--- src/rtl/rpn_sequencer.sv ---
// RPN token front-end for the 8-bit stack calculator.
// Issues one calculator command per token and returns one result per expression.
module rpn_sequencer #(
  parameter int DATA_W = 8,
  parameter int DEPTH  = 5
) (
  input  logic              clk,
  input  logic              reset,
  input  logic              tok_valid,
  output logic              tok_ready,
  input  logic [1:0]        tok_kind,
  input  logic [DATA_W-1:0] tok_data,
  output logic [DATA_W-1:0] calc_in,
  output logic [2:0]        calc_op,
  output logic              calc_apply,
  output logic              calc_reset,
  input  logic [DATA_W-1:0] calc_tail,
  input  logic              calc_valid,
  input  logic              calc_empty,
  output logic              res_valid,
  input  logic              res_ready,
  output logic [DATA_W-1:0] res_data,
  output logic [1:0]        res_err
);

  localparam int DW = $clog2(DEPTH + 1);

  typedef enum logic [2:0] {
    S_IDLE, S_ISSUE, S_CHECK, S_POP,
    S_ERR, S_DONE, S_DRAIN
  } state_t;

  state_t            r_state, w_next;
  logic [DW-1:0]     r_dep;
  logic [DATA_W-1:0] r_in, r_res_data;
  logic [2:0]        r_op;
  logic [1:0]        r_res_err, w_code;
  logic              r_end_err, w_end_err;
  logic              w_to_err, w_latch;
  logic [2:0]        w_opc;
  logic              w_binop;
  logic              w_unused;

  assign w_opc    = tok_data[2:0];
  assign w_binop  = (w_opc >= 3'd2) && (w_opc <= 3'd6);
  assign w_unused = calc_empty;

  always_ff @(posedge clk or negedge reset) begin
    if (!reset) r_state <= S_IDLE;
    else        r_state <= w_next;
  end

  always_comb begin
    w_next    = r_state;
    w_code    = 2'd0;
    w_to_err  = 1'b0;
    w_end_err = 1'b0;
    w_latch   = 1'b0;
    unique case (r_state)
      S_IDLE: begin
        if (tok_valid) begin
          unique case (1'b1)
            tok_kind == 2'd0: begin
              if (r_dep == DW'(DEPTH)) begin
                w_to_err = 1'b1;
                w_code   = 2'd2;
              end else begin
                w_latch = 1'b1;
                w_next  = S_ISSUE;
              end
            end
            tok_kind == 2'd1: begin
              if (!w_binop) begin
                w_to_err = 1'b1;
                w_code   = 2'd3;
              end else if (r_dep < DW'(2)) begin
                w_to_err = 1'b1;
                w_code   = 2'd1;
              end else begin
                w_latch = 1'b1;
                w_next  = S_ISSUE;
              end
            end
            tok_kind == 2'd2: begin
              if (r_dep != DW'(1)) begin
                w_to_err  = 1'b1;
                w_code    = 2'd1;
                w_end_err = 1'b1;
              end else begin
                w_next = S_POP;
              end
            end
            default: begin
              w_to_err = 1'b1;
              w_code   = 2'd3;
            end
          endcase
        end
      end
      S_ISSUE: w_next = S_CHECK;
      S_CHECK: begin
        if (!calc_valid) begin
          w_to_err = 1'b1;
          w_code   = 2'd3;
        end else begin
          w_next = S_IDLE;
        end
      end
      S_POP: w_next = S_DONE;
      S_ERR: w_next = S_DONE;
      S_DONE: begin
        // Errors raised by an end token already consumed the whole expression
        if (res_ready)
          w_next = (r_res_err == 2'd0 || r_end_err) ? S_IDLE : S_DRAIN;
      end
      S_DRAIN: begin
        if (tok_valid && tok_kind == 2'd2) w_next = S_IDLE;
      end
      default: w_next = S_IDLE;
    endcase
    if (w_to_err) w_next = S_ERR;
  end

  always_ff @(posedge clk or negedge reset) begin
    if (!reset) begin
      r_dep      <= '0;
      r_in       <= '0;
      r_op       <= 3'd0;
      r_res_data <= '0;
      r_res_err  <= 2'd0;
      r_end_err  <= 1'b0;
    end else begin
      if (w_latch) begin
        r_in <= tok_data;
        r_op <= (tok_kind == 2'd0) ? 3'd0 : w_opc;
      end
      if (w_to_err) begin
        r_res_err <= w_code;
        r_end_err <= w_end_err;
      end
      unique case (r_state)
        S_ISSUE: begin
          if (r_op == 3'd0) r_dep <= r_dep + DW'(1);
          else              r_dep <= r_dep - DW'(1);
        end
        S_POP: begin
          r_res_data <= calc_tail;
          r_res_err  <= 2'd0;
          r_dep      <= '0;
        end
        S_ERR: begin
          r_res_data <= '0;
          r_dep      <= '0;
        end
        default: ;
      endcase
    end
  end

  assign tok_ready  = (r_state == S_IDLE) || (r_state == S_DRAIN);
  assign calc_apply = (r_state == S_ISSUE) || (r_state == S_POP);
  assign calc_op    = (r_state == S_ISSUE) ? r_op :
                      (r_state == S_POP) ? 3'd1 : 3'd0;
  assign calc_in    = (r_state == S_ISSUE) ? r_in : '0;
  assign calc_reset = !reset || (r_state == S_ERR);
  assign res_valid  = (r_state == S_DONE);
  assign res_data   = r_res_data;
  assign res_err    = r_res_err;

endmodule

--- config.mk ---
export PLATFORM = sky130hd
export DESIGN_NAME = rpn_sequencer
export DESIGN_NICKNAME = d
export VERILOG_FILES = /design/src/rtl/rpn_sequencer.sv
export SDC_FILE = /design/constraint.sdc
export NUM_CORES = 1
export LEC_CHECK = 0
export BUFFER_PORTS_ARGS = -buffer_cell sky130_fd_sc_hd__clkbuf_2
export CAP_MARGIN = 20
export CORE_UTILIZATION = 35
export CTS_BUF_LIST = sky130_fd_sc_hd__clkbuf_8
export DETAILED_ROUTE_END_ITERATION = 8
export SETUP_SLACK_MARGIN = 0.05
export SLEW_MARGIN = 5
export SYNTH_ARGS = -nofsm -noshare
export SYNTH_HDL_FRONTEND = slang
export SYNTH_SLANG_ARGS = --single-unit
--- constraint.sdc ---
create_clock -name clk -period 2.02 [get_ports clk]
set_input_delay 0.101 -clock clk [delete_from_list [all_inputs] [get_ports clk]]
set_output_delay 0.101 -clock clk [all_outputs]
set_load 0.02 [all_outputs]
==> results.md, run 1 <==
- Status: finished, final reports clean
- Initial antenna violation count: 0
- Nets: roughly 250
- Cell Rows: 24
- Comb power frac: 0.519
- Synth Area per Inst: between 9 and 10 um2
- Vias in the first global route: between 1k and 1.5k
- GPL Wtd Cong: ~0.9
- CP Max Fanout: 6
- IO Pins: slightly below 50
- Reg2reg start: r_dep[1]$_DFFE_PN0P_
- Final core occ: 0.455
- Internal: 1.69 mW
- DRC: 0
- Initial Util: 0.370
- Final Cycle Share: 0.882
- Via count: around 1.4k
- YS warnings: 0
- Number of diodes: 0
- Area grow syn2layout: 23.0%
- Final setup fails: 0
- CP startpoint kind: flip-flop
- Switching share of power: 0.430
- Clock latency on the worst-skew pair: 0.29 ns
- Placed cells: roughly 270
- Post-synthesis cell type count: 42
- Yosys reg bits: 28
- Top delay family on crit path: compound AO/OA/AOI/OAI gates
- Grt ovf: 0
- Worst hold path class: primary input to flip-flop
- CTS max path bufs: 2
- Sum Neg Setup Slack: 0 ns
- GRT Total Usage: 0.164
- Root Driver: clkbuf_8
- Crit path largest cell delay: 0.47 ns
- Final WL: between 3 and 4 mm
- CTS tree: built
- Die area: 4950 um2
- Final setup skew: approximately 0.0045 ns
- Fin. max-slew vios: 0
- Routed length per placed instance: between 10 and 15 um
- Clock slew seen by the registers of the worst setup and hold paths: approximately 0.10 ns
- Crit path time final: between 1.5 and 2 ns
- Hold Crit Depth: 2
- Peak VDD IR: roughly 0.58 mV
- HP Start: tok_data[3]
- Worst R2R Path Depth: 5
- Max-Cap Viols: 0
- H-tree depth: 1
- Worst Tran Pin Value: between 0.4 and 0.5 ns
- DP HPWL: about 2.6 mm
- Critical Path AT: just under 2 ns
- Rel. slew slack: 0.676
- CP Capture Type: flip-flop
- Share of cells above drive strength 1: 0.329
- Post-synthesis cell count: about 170
- Final Power: 2.97 mW
- Critical path buffer and inverter count: 1
- Worst r2r dst: res_err[1]$_DFFE_PN0P_
- CTS Buf Count: 3
- Largest net degree at the start of global routing: 29
- Endpoint, Worst Hold: r_in[3]$_DFFE_PN0P_
- DRT antenna net count: 0
- Placeable Area: between 4000 and 5000 um2
- NetSw: between 1 and 1.5 mW
- Syn_nets: 200
- Number of port buffers: 47
- WS Path Type: flip-flop to flip-flop
- Post-synthesis sequential area ratio: 0.429
- Critical Path RT: roughly 2.2 ns
- First-pass GRT wire length: between 6 and 7 mm
- Peak Freq: 561 MHz
- Sequential power share: 0.327
- Chip width: about 70 um
- # fillers: 451
- Hold Vio Cnt, Final: 0
- Post-CTS Setup Bufs: 0
- Avg Vias per Cell: roughly 5.3
- R2r setup slk: 0.24 ns
- Final std cells w/o fill: ~270
- Clk pwr share: 0.154
- PD cells: 1480 nW/um2
- Worst-path cell chain: inv_1, ha_1, mux2i_1, a211o_1, a311o_1
- Leakage power total: around 0.99 nW
- Netlist Area Pre-Place: roughly 1600 um2
- CP max-delay cell: dfrtp_1
- Initial DRC count: between 60 and 70
- Setup repair after global routing missed its margin: false
- Clock Sinks: 28
- DR pass1 iterations: 4
- Die Height: around 70 um
[per-layer routing]
metal,share of wire,vias up,track usage
li1,-,720,-
met1,0.48,685,0.218
met2,0.46,39,0.269
met3,0.036,5,0.0188
met4,0.021,0,0.0733
met5,0,-,0
[cells in the final DEF, fill, tap and decap left out, types with 4 or more instances in the layout]
master,count
buf_4,7
a21oi_1,13
a31oi_1,5
clkbuf_2,47
nand2_1,4
o21ai_0,7
mux2_2,8
inv_1,9
nand3_1,5
nor2_1,13
o22ai_1,9
nor3_1,4
nor2b_1,4
nand2b_1,4
mux2i_1,7
dfrtp_1,28
and2_1,8
[state kept, by name, summed over array words and instances (netlist names)]
name	count
r_op	3
res_data	8
res_err	2
r_dep	3
r_in	8
r_end_err	1
r_state	3
[cells in the mapped netlist, drive strengths merged]
cell type / instances / area [um2]
dfrtp: 28 / 701
a21oi: 13 / 65.1
nor2: 13 / 48.8
inv: 9 / 33.8
o21ai: 9 / 48.8
o22ai: 9 / 56.3
and2: 8 / 50.1
buf: 8 / 46.3
mux2: 8 / 90.1
mux2i: 7 / 70.1
nor3: 6 / 46.3
a31oi: 5 / 31.3
clkbuf: 5 / 18.8
nand2: 5 / 21.3
nand3: 5 / 25.0
nand2b: 4 / 25.0
nor2b: 4 / 25.0
ha: 3 / 37.5
nor4: 3 / 18.8
a211o: 2 / 17.5
a21o: 2 / 15.0
a311o: 2 / 20.0
nand4: 2 / 12.5
o31ai: 2 / 15.0
or3: 2 / 12.5
a2111oi: 1 / 8.76
and3: 1 / 11.3
and3b: 1 / 8.76
nor3b: 1 / 7.51
nor4b: 1 / 15.0
o211ai: 1 / 7.51
o21a: 1 / 7.51
o21bai: 1 / 7.51
xor2: 1 / 8.76
[through the flow]
stage	hold slack, ns	cell area, um2	setup WS, ns
after detailed placement	0.149	1920	0.265
final	0.0418	2010	0.238
after floorplan	-0.195	1630	0.419
after CTS	0.0345	2000	0.162
after global placement	0.150	1920	0.299
after global routing	0.0368	2010	0.153
[power groups by stage]
stage / clock network [mW] / registers, mW / logic (mW)
6_report: 0.459 / 0.971 / 1.54
5_1_grt: 0.491 / 1.01 / 1.73
4_1_cts: 0.474 / 0.973 / 1.55
3_5_place_dp: 0 / 0.984 / 1.54
3_3_place_gp: 0 / 0.978 / 1.52
2_1_floorplan: 0 / 1.00 / 1.11
[logic make-up (layout without fill, tap and decap cells)]
kind of cell / count (synthesis) / count (layout) / synth area share
simple gates: 56 / 56 / 0.201
buf+inv: 22 / 68 / 0.0605
fa+ha+maj: 3 / 3 / 0.0230
mux: 15 / 15 / 0.0980
compound gates: 48 / 48 / 0.184
flops: 28 / 28 / 0.429
xor+xnor: 1 / 1 / 0.00536
[area by class of cell]
cell class / count / area (um2) / area share
flip-flops and latches: 28 / 701 / 0.349
multi-input cells: 123 / 841 / 0.418
inverters: 9 / 33.8 / 0.0168
well taps: 52 / 65.1 / 0.0324
repair buffers: 55 / 298 / 0.148
clock inverters: 1 / 30.0 / 0.0149
clock buffers: 3 / 41.3 / 0.0205
[how the worst max path moves through the flow]
| stage | startpoint | to | slack (ns) | cells after the start |
|---|---|---|---|---|
| 3_5_place_dp | r_dep[1]$_DFFE_PN0P_ | res_err[0]$_DFFE_PN0P_ | 0.26 | 5 |
| 5_1_grt | r_dep[1]$_DFFE_PN0P_ | res_err[0]$_DFFE_PN0P_ | 0.15 | 5 |
| 4_1_cts | r_state[1]$_DFFE_PN0P_ | calc_in[7] | 0.16 | 4 |
| 3_3_place_gp | r_dep[1]$_DFFE_PN0P_ | res_err[1]$_DFFE_PN0P_ | 0.30 | 5 |
| 2_1_floorplan | r_dep[1]$_DFFE_PN0P_ | res_err[0]$_DFFE_PN0P_ | 0.42 | 5 |
| 6_report | r_dep[1]$_DFFE_PN0P_ | res_err[1]$_DFFE_PN0P_ | 0.24 | 5 |
[repair_timing]
| item | CTS | global route |
|---|---|---|
| hold buffers | 1 | 0 |
| gates resized for setup | 0 | 1 |
| endpoints found under the hold margin | 28 | 0 |
| endpoints found under the setup margin | 0 | 8 |
No activity file was read; power rests on OpenSTA's default activity.
==> inputs of run 2 (changes only) <==
--- a/config.mk
+++ b/config.mk
@@ -10,6 +10,7 @@
 export CORE_UTILIZATION = 35
 export CTS_BUF_LIST = sky130_fd_sc_hd__clkbuf_8
 export DETAILED_ROUTE_END_ITERATION = 8
+export PLACE_DENSITY = 0.67
 export SETUP_SLACK_MARGIN = 0.05
 export SLEW_MARGIN = 5
 export SYNTH_ARGS = -nofsm -noshare
==> results.md, run 2 (same netlist as run 1, synthesis figures left out) <==
- Critical Path RT: 1.92 ns (-0.28 ns)
- Fin. max-slew vios: 0 (unchanged)
- Placed cells: 266 (unchanged)
- Chip width: 70.3 um (unchanged)
- Max-Cap Viols: 0 (unchanged)
- CTS max path bufs: 2 (unchanged)
- Final core occ: 0.447 (-0.00822)
- CP startpoint kind: flip-flop
- Final setup fails: 0 (unchanged)
- Hold Vio Cnt, Final: 0 (unchanged)
- Root Driver: clkbuf_8
- Critical Path AT: 1.68 ns (-0.29 ns)
- Initial antenna violation count: 0 (unchanged)
- Leakage power total: 0.974 nW (-1.6%)
- DR pass1 iterations: 4 (unchanged)
- CP Max Fanout: 26 (+20)
- Final std cells w/o fill: 270 (-0.37%)
- Number of port buffers: 47 (unchanged)
- Final setup skew: 0.00682 ns (+0.00236 ns)
- Status: finished, final reports clean
- Worst Tran Pin Value: 0.497 ns (+0.0231 ns)
- Grt ovf: 0 (unchanged)
- Most common cell after layout, fill and taps aside: clkbuf_2
- Setup repair after global routing missed its margin: false
- DRT antenna net count: 0 (unchanged)
- Clock slew seen by the registers of the worst setup and hold paths: 0.09 ns (about the same)
- DRC: 0 (unchanged)
- Number of diodes: 0 (unchanged)
- Routed length per placed instance: 13.3 um (-1.8%)
- Die Height: 70.3 um (unchanged)
- Crit path time final: 1.78 ns (-0.00394 ns)
- H-tree depth: 1 (unchanged)
- Clock latency on the worst-skew pair: 0.27 ns (-0.02 ns)
- # fillers: 457 (+1.3%)
- Die area: 4950 um2 (unchanged)
- Crit path largest cell delay: 0.42 ns (-0.05 ns)
- DP HPWL: 2.66 mm (+0.80%)
- IO Pins: 49 (unchanged)
- Avg Vias per Cell: 5.32 (-0.53%)
- Worst hold path class: primary input to flip-flop
- First-pass GRT wire length: 6.05 mm (-6.5%)
- Final Power: 2.80 mW (-6.0%)
- CP max-delay cell: dfrtp_1
- Commonest non-fill, non-tap cells in the layout: 47 x clkbuf_2, 28 x dfrtp_1, 13 x nor2_1, 13 x a21oi_1
- Worst-path cell chain: buf_4, nor3_2, and2_1, clkbuf_2
- Final Cycle Share: 0.880 (-0.00195)
- CP Capture Type: output pin
- Rel. slew slack: 0.669 (-0.00724)
- Via count: 1436 (-0.90%)
- Sum Neg Setup Slack: 0 ns (unchanged)
- Clock Sinks: 28 (unchanged)
- Cell Rows: 24 (unchanged)
- Peak VDD IR: 0.601 mV (+3.7%)
- GPL Wtd Cong: 0.876 (-2.6%)
- Vias in the first global route: 1270 (-8.4%)
- Peak Freq: 562 MHz (+0.22%)
- Placeable Area: 4410 um2 (unchanged)
- WS Path Type: flip-flop to output pin
- CTS Buf Count: 3 (unchanged)
- Nets: 247 (unchanged)
- Largest net degree at the start of global routing: 27 (-6.9%)
- Share of cells above drive strength 1: 0.326 (-0.00308)
- Post-CTS Setup Bufs: 0 (unchanged)
- Initial Util: 0.370 (unchanged)
- GRT Total Usage: 0.150 (-0.0146)
- Area grow syn2layout: 20.8%
- Initial DRC count: 58 (-12%)
- Final WL: 3.58 mm (-2.1%)
- CTS tree: built
- PD cells: 1420 nW/um2 (-4.3%)
## run 2: cell types whose count changed in the layout (fill, tap and decap cells not counted)
cell       before  now
bufinv_16       1    0
nor3_4          2    1
nor3_2          0    1
## run 2: repair_timing
item,in CTS,in global routing
hold endpoints to repair,18,0
gates resized for setup,0,0
endpoints found under the setup margin,0,0
hold buffers,1,0
## run 2: worst paths after layout
| path | slack [ns] | end | cells past startpoint | startpoint |
|---|---|---|---|---|
| min in group asynchronous | 0.31 | res_data[3]$_DFFE_PN0P_ | 2 | reset |
| worst max register to register | 0.27 | res_err[0]$_DFFE_PN0P_ | 5 | r_dep[1]$_DFFE_PN0P_ |
| max in group asynchronous | 1.17 | r_dep[1]$_DFFE_PN0P_ | 3 | reset |
| worst max-delay path | 0.24 | calc_in[6] | 4 | r_state[1]$_DFFE_PN0P_ |
| worst min-delay path | 0.06 | res_data[1]$_DFFE_PN0P_ | 3 | calc_tail[1] |
| worst min register to register | 0.50 | r_in[1]$_DFFE_PN0P_ | 1 | r_in[1]$_DFFE_PN0P_ |
## run 2: metrics by stage
stage	area [um2]	setup slack (ns)	hold WS, ns
2_1_floorplan	1630	0.419	-0.195
3_3_place_gp	1920	0.305	0.0805
3_5_place_dp	1920	0.284	0.0857
4_1_cts	1970	0.205	0.0580
5_1_grt	1970	0.0919	0.0469
6_report	1970	0.242	0.0609
## run 2: per-layer routing
layer	GRT usage	part of all wire
met1	0.223	0.49
met2	0.223	0.44
met3	0.0332	0.062
met4	0.0267	0.0053
met5	0	0
## run 2: cell type report
cell class | instances | area [um2] | area share
well taps | 52 | 65.1 | 0.0330
inverters | 9 | 33.8 | 0.0171
repair buffers | 55 | 298 | 0.151
clock buffers | 3 | 41.3 | 0.0209
flip-flops and latches | 28 | 701 | 0.355
multi-input cells | 123 | 835 | 0.423
## run 2: where the power goes
group	internal, mW	leakage [nW]	switching (mW)	total [mW]
sequential	0.792	0.352	0.176	0.969
combinational	0.633	0.601	0.892	1.52
clock	0.134	0.0216	0.169	0.303
## run 2: critical path, delay by kind of cell, from the launching register on
family                 cells  cell delay (ns)
AND/OR/NAND/NOR            2             0.60
flip-flops                 1             0.42
buffers and inverters      2             0.39
